<file path="config.mk">
export PLATFORM = sky130hd
export DESIGN_NAME = priority_drain_sequencer_flat
export DESIGN_NICKNAME = d
export VERILOG_FILES = /design/src/rtl/priority_drain_sequencer_pkg.sv /design/src/rtl/priority_drain_sequencer_if.sv /design/src/rtl/priority_drain_sequencer_coder.sv /design/src/rtl/priority_drain_sequencer.sv /design/src/flat_wrapper.sv
export SDC_FILE = /design/constraint.sdc
export NUM_CORES = 1
export LEC_CHECK = 0
export BUFFER_PORTS_ARGS = -buffer_cell sky130_fd_sc_hd__buf_2
export CAP_MARGIN = 20
export CORE_MARGIN = 3
export CORE_UTILIZATION = 40
export DETAILED_ROUTE_END_ITERATION = 12
export GPL_ROUTABILITY_DRIVEN = 0
export SETUP_SLACK_MARGIN = 0.5
export SYNTH_ARGS = -nofsm -noshare
export SYNTH_HDL_FRONTEND = slang
export SYNTH_HIERARCHICAL = 1
export SYNTH_SLANG_ARGS = --single-unit
</file>
<file path="constraint.sdc">
create_clock -name clk -period 6.1 [get_ports clk]
set_input_delay 0.61 -clock clk [delete_from_list [all_inputs] [get_ports clk]]
set_output_delay 0.61 -clock clk [all_outputs]
set_load 0.01 [all_outputs]
</file>
<file path="src/rtl/priority_drain_sequencer_pkg.sv">
// -----------------------------------------------------------------------------
// priority_drain_sequencer_pkg
//   Shared definitions for the priority drain sequencer and its coder:
//   mask/position widths and the sequencer state type.
// -----------------------------------------------------------------------------
package priority_drain_sequencer_pkg;

    localparam int unsigned PC_WIDTH = 16;
    localparam int unsigned PC_POS_W = 4;

    typedef enum logic {
        ST_IDLE  = 1'b0,
        ST_DRAIN = 1'b1
    } state_t;

endpackage

</file>
<file path="src/rtl/priority_drain_sequencer_if.sv">
// -----------------------------------------------------------------------------
// priority_drain_sequencer_if
//   Mask-in / position-out handshake bundle.
//     in_valid, in_ready, in_mask              : mask acceptance (valid/ready)
//     out_valid, out_ready, out_pos, out_last  : one position per beat
//     remaining                                : pending bits incl. current beat
//   master : producer of masks / consumer of positions
//   slave  : the sequencer
// -----------------------------------------------------------------------------
interface priority_drain_sequencer_if
    import priority_drain_sequencer_pkg::*;
#(
    parameter int unsigned WIDTH = PC_WIDTH,
    parameter int unsigned POS_W = PC_POS_W
);
    logic             in_valid;
    logic             in_ready;
    logic [WIDTH-1:0] in_mask;
    logic             out_valid;
    logic             out_ready;
    logic [POS_W-1:0] out_pos;
    logic             out_last;
    logic [POS_W:0]   remaining;

    modport master (
        output in_valid, in_mask, out_ready,
        input  in_ready, out_valid, out_pos, out_last, remaining
    );

    modport slave (
        input  in_valid, in_mask, out_ready,
        output in_ready, out_valid, out_pos, out_last, remaining
    );
endinterface

</file>
<file path="src/rtl/priority_drain_sequencer_coder.sv">
// -----------------------------------------------------------------------------
// priority_coder_wire
//   Purely combinational lowest-set-bit encoder.
//     data     in  WIDTH  request vector
//     position out POS_W  index of the lowest set bit (0 when data is zero)
// -----------------------------------------------------------------------------
module priority_coder_wire
    import priority_drain_sequencer_pkg::*;
#(
    parameter int unsigned WIDTH = PC_WIDTH,
    parameter int unsigned POS_W = PC_POS_W
) (
    input  logic [WIDTH-1:0] data,
    output logic [POS_W-1:0] position
);

    // Scan from the top down so the lowest set bit is the last one written.
    always_comb begin
        position = '0;
        for (int unsigned i = WIDTH; i > 0; i--) begin
            if (data[i-1]) begin
                position = POS_W'(i - 1);
            end
        end
    end

endmodule

</file>
<file path="src/rtl/priority_drain_sequencer.sv">
// -----------------------------------------------------------------------------
// priority_drain_sequencer
//   Captures a request mask and emits each set bit's index, lowest first,
//   one per handshake beat, clearing each bit as it is served.
//     clk  in  rising-edge clock
//     rst  in  asynchronous active-high reset
//     bus  slave modport of priority_drain_sequencer_if
//   A new mask may be loaded in the same cycle as the final beat of the
//   previous one (combinational in_ready), giving gap-free streams.
// -----------------------------------------------------------------------------
module priority_drain_sequencer
    import priority_drain_sequencer_pkg::*;
#(
    parameter int unsigned WIDTH = PC_WIDTH,
    parameter int unsigned POS_W = PC_POS_W
) (
    input  logic                          clk,
    input  logic                          rst,
    priority_drain_sequencer_if.slave     bus
);

    state_t           state_q;
    state_t           state_d;
    logic [WIDTH-1:0] mask_q;
    logic [WIDTH-1:0] mask_d;
    logic [POS_W-1:0] pos;
    logic [POS_W:0]   rem;
    logic             valid;
    logic             last;
    logic             ready;
    logic             fire;
    logic             load_nz;

    function automatic logic [POS_W:0] popcount(input logic [WIDTH-1:0] v);
        logic [POS_W:0] c;
        c = '0;
        for (int unsigned i = 0; i < WIDTH; i++) begin
            c = c + (POS_W+1)'(v[i]);
        end
        return c;
    endfunction

    priority_coder_wire #(
        .WIDTH (WIDTH),
        .POS_W (POS_W)
    ) u_coder (
        .data     (mask_q),
        .position (pos)
    );

    // State register
    always_ff @(posedge clk or posedge rst) begin
        if (rst) begin
            state_q <= ST_IDLE;
            mask_q  <= '0;
        end else begin
            state_q <= state_d;
            mask_q  <= mask_d;
        end
    end

    // Output / handshake decode
    always_comb begin
        valid   = (state_q == ST_DRAIN);
        // A single remaining bit means clearing the lowest one leaves nothing.
        last    = valid && ((mask_q & (mask_q - WIDTH'(1))) == '0);
        rem     = valid ? popcount(mask_q) : '0;
        fire    = valid && bus.out_ready;
        ready   = !rst && (!valid || (fire && last));
        // A zero mask is accepted but never loaded: the coder cannot tell it
        // apart from a lone bit 0.
        load_nz = bus.in_valid && ready && (bus.in_mask != '0);
    end

    // Next-state / next-mask
    always_comb begin
        state_d = state_q;
        mask_d  = mask_q;
        unique case (state_q)
            ST_IDLE: begin
                if (load_nz) begin
                    mask_d  = bus.in_mask;
                    state_d = ST_DRAIN;
                end
            end
            ST_DRAIN: begin
                if (fire) begin
                    mask_d = mask_q & ~(WIDTH'(1) << pos);
                    if (last) begin
                        if (load_nz) begin
                            mask_d = bus.in_mask;
                        end else begin
                            state_d = ST_IDLE;
                        end
                    end
                end
            end
            default: state_d = ST_IDLE;
        endcase
    end

    assign bus.in_ready  = ready;
    assign bus.out_valid = valid;
    assign bus.out_pos   = pos;
    assign bus.out_last  = last;
    assign bus.remaining = rem;

endmodule

</file>
<file path="src/flat_wrapper.sv">
// flat-port wrapper written by rule: the top's interface ports become plain ports
module priority_drain_sequencer_flat import priority_drain_sequencer_pkg::*;
#(
    parameter int unsigned WIDTH = PC_WIDTH,
    parameter int unsigned POS_W = PC_POS_W
)
  (clk, rst, bus_in_valid, bus_in_mask, bus_out_ready, bus_in_ready, bus_out_valid, bus_out_pos, bus_out_last, bus_remaining);
  priority_drain_sequencer_if #(.WIDTH(WIDTH), .POS_W(POS_W)) bus_i ();
  input  logic clk;
  input  logic rst;
  input wire logic [$bits(bus_i.in_valid)-1:0] bus_in_valid;
  input wire logic [$bits(bus_i.in_mask)-1:0] bus_in_mask;
  input wire logic [$bits(bus_i.out_ready)-1:0] bus_out_ready;
  output wire logic [$bits(bus_i.in_ready)-1:0] bus_in_ready;
  output wire logic [$bits(bus_i.out_valid)-1:0] bus_out_valid;
  output wire logic [$bits(bus_i.out_pos)-1:0] bus_out_pos;
  output wire logic [$bits(bus_i.out_last)-1:0] bus_out_last;
  output wire logic [$bits(bus_i.remaining)-1:0] bus_remaining;
  assign bus_i.in_valid = bus_in_valid;
  assign bus_i.in_mask = bus_in_mask;
  assign bus_i.out_ready = bus_out_ready;
  assign bus_in_ready = bus_i.in_ready;
  assign bus_out_valid = bus_i.out_valid;
  assign bus_out_pos = bus_i.out_pos;
  assign bus_out_last = bus_i.out_last;
  assign bus_remaining = bus_i.remaining;
  priority_drain_sequencer #(.WIDTH(WIDTH), .POS_W(POS_W)) u_core (.clk(clk), .rst(rst), .bus(bus_i));
endmodule
</file>
==> summary.md <==
| Metric | Value |
|---|---|
| Yosys top cell area share | 22.8% |
| Count of cell types in the netlist | 49 |
| Min Tclk post-route | 4.60 ns |
| Cell taking the most area after synthesis | dfrtp_1 |
| Layout net count | approximately 290 |
| # IOs | 32 |
| Vias post-DR | 1,798 |
| Die width | approximately 74 um |
| Post-synth EDFFs | 0 |
| Synth warn | 6 |
| Outcome | finished, final reports clean |
| Critical Path Source Type | flip-flop |
| I/O Buffers | 31 |
| Pins Over Slew Limit | 0 |
| Die boundary height | 74.3 um |
| CP arrival | 3.99 ns |
| # Max-Cap Violations | 0 |
| Post-Syn Instances | 217 |
| Count leader, synth | inv_1 |
| Setup_tns | 0 ns |
| CTS sink count | 17 |
| Total grt overflow | 0 |
| Syn nets | 254 |
| Initial Util | 42.0% |
| Drt wl/cell | 17.1 um |
| CTS max path bufs | 2 |
| Tightest Pin Transition | between 0.8 and 0.9 ns |
| Worst-Skew Late Latency | 0.25 ns |
| Yosys reg bits | 17 |
| Fmax achieved | 218 MHz |
| Cell row count | 24 |
| Crit end category | primary output |
| Core area | 0.00444 mm^2 |
| Layout Skew | between 0.002 and 0.0025 ns |
| Vias in the first global route | roughly 1,700 |
| Setup bufs post-CTS | 0 |
| Hold_ws | 0.486 ns |
| Worst-path clk slew | roughly 0.070 ns |
| Cts bufs inserted | 3 |
| Design area | around 0.0021 mm^2 |
| Post-cts resize count | 0 |
| Remaining DRCs | 0 |
| HP Class | in -> async |
| Final cycle utilization of the critical path | 75.4% |
| Worst Path Max Fanout | 10 |
| Synthesized area per cell | 8.61 um^2 |
| Post-synthesis sequential area ratio | 22.8% |
| Slew HR | between 40% and 50% |
| Mapped Area | 0.00187 mm^2 |
| Crit Path Class | reg -> out |
| # fillers | 450 |
| Iteration-0 DRC Markers | 198 |
| WL final | 5110 um |
| Unrepaired setup endpoints after global routing | false |
| Synthesis-to-finish area growth | 12.5% |
| DR pass1 iterations | 5 |
| CTS tree | done |
| Die area | 0.00553 mm^2 |
| Final ANT Viol Nets | 0 |
| Clock root buffer | clkbuf_8 |
| Initial antenna violation count | 0 |
| Final setup fails | 0 |
| Dpl hpwl | roughly 3800 um |
| Via/cell ratio | 6.01 |
| Fraction of layout cells with a size suffix above 1 | 23.1% |
| Post-synth ARST share | 100% |
| Final hold vios | 0 |
| First-pass GRT wire length | ~8300 um |
| H-tree depth | 1 |
| Top FF cell, synth | dfrtp_1 |
| Diodes inserted | 0 |
| GR Util All Layers | 19.7% |
| Synth cell count leaders | inv_1 (28), nor2_1 (22), dfrtp_1 (17) |
| CP Data Required Time | 5.49 ns |
| Area contributors post-synth | dfrtp_1 (23%), fa_1 (11%), inv_1 (5.6%) |
| CTS Hold Bufs | 0 |
| Largest net degree at the start of global routing | 18 |
| Placement Cell Area | 0.00205 mm^2 |
==> cells by family (layout without fill, tap and decap cells) <==
group                    Yosys count  in the layout  synth area share, %
AND/OR/NAND/NOR                   79             79                 23.5
multiplexers                      13             13                 8.10
flip-flops                        17             17                 22.8
XOR/XNOR                           2              2                0.938
adder cells (fa/ha/maj)           17             17                 15.4
AO/OA/AOI/OAI                     56             56                 21.8
buffers and inverters             33             63                 7.43
==> worst max-delay path, stage by stage, from the launching register on <==
cell,delay (ns)
dfrtp_1,0.65
fa_1,0.50
fa_1,0.50
inv_1,0.05
fa_1,0.45
fa_1,0.48
inv_1,0.04
ha_1,0.20
fa_1,0.41
xor2_1,0.17
and2_1,0.14
buf_2,0.13
==> cell type report <==
type | count | area, um^2 | share of cell area (%)
Sequential cell | 17 | 425 | 20.3
Clock inverter | 1 | 5.00 | 0.238
Inverter | 28 | 105 | 5.00
Tap cell | 52 | 65.1 | 3.10
Multi-Input combinational cell | 167 | 1300 | 62.1
Timing Repair Buffer | 31 | 155 | 7.39
Clock buffer | 3 | 41.3 | 1.97
==> flip-flops by register name, indices dropped and copies added, names as in the netlist <==
register	flops
u_core/bus.out_valid	1
u_core/mask_q	16
==> metrics by stage <==
step	instances	utilization, %	worst slack (ns)
2_1_floorplan	217	-	2.04
3_3_place_gp	295	46.2	1.83
3_5_place_dp	295	46.2	1.81
4_1_cts	299	47.3	1.53
5_1_grt	299	47.3	1.36
6_report	299	47.3	1.50
==> layout by cell type (no fill, tap or decap), types with 2 or more instances in the layout <==
cell      count
buf_2        31
inv_1        28
nor2_1       22
dfrtp_1      17
a21oi_1      11
o21ai_0      11
fa_1         10
nand2_1       9
nor3_1        8
nor4_1        8
ha_1          7
nand3_1       6
nand2b_1      5
or2_2         5
mux2i_1       5
mux2_2        5
a31oi_1       4
nor2b_1       4
and2_1        4
clkbuf_8      3
o22ai_1       3
mux2_4        3
o31ai_1       3
a41oi_1       2
o211ai_1      2
or4_4         2
o41ai_1       2
o32a_1        2
a21boi_0      2
o22a_1        2
o221a_2       2
==> per-layer routing <==
metal | GRT usage [%] | part of all wire (%) | vias up
met1 | 29.2 | 47 | 866
met3 | 1.76 | 7.2 | 6
met5 | 0 | 0 | -
met2 | 30.3 | 45 | 82
li1 | - | - | 844
met4 | 6.52 | 1.2 | 0
==> final timing paths <==
kind	slack, ns	startpoint	endpoint	cells past startpoint
min in group clk	0.59	bus_in_mask[6]	u_core/mask_q[6]	3
max in group asynchronous	5.17	rst	u_core/mask_q[5]	2
worst min register to register	0.73	u_core/mask_q[7]	u_core/mask_q[7]	2
worst min-delay path	0.49	rst	u_core/bus.out_valid	2
worst max register to register	2.85	u_core/mask_q[0]	u_core/mask_q[12]	8
worst max-delay path	1.50	u_core/mask_q[11]	bus_remaining[2]	11
Power is not shown: default switching activity piles up to over one toggle a cycle in this logic, so the estimate is an artifact.
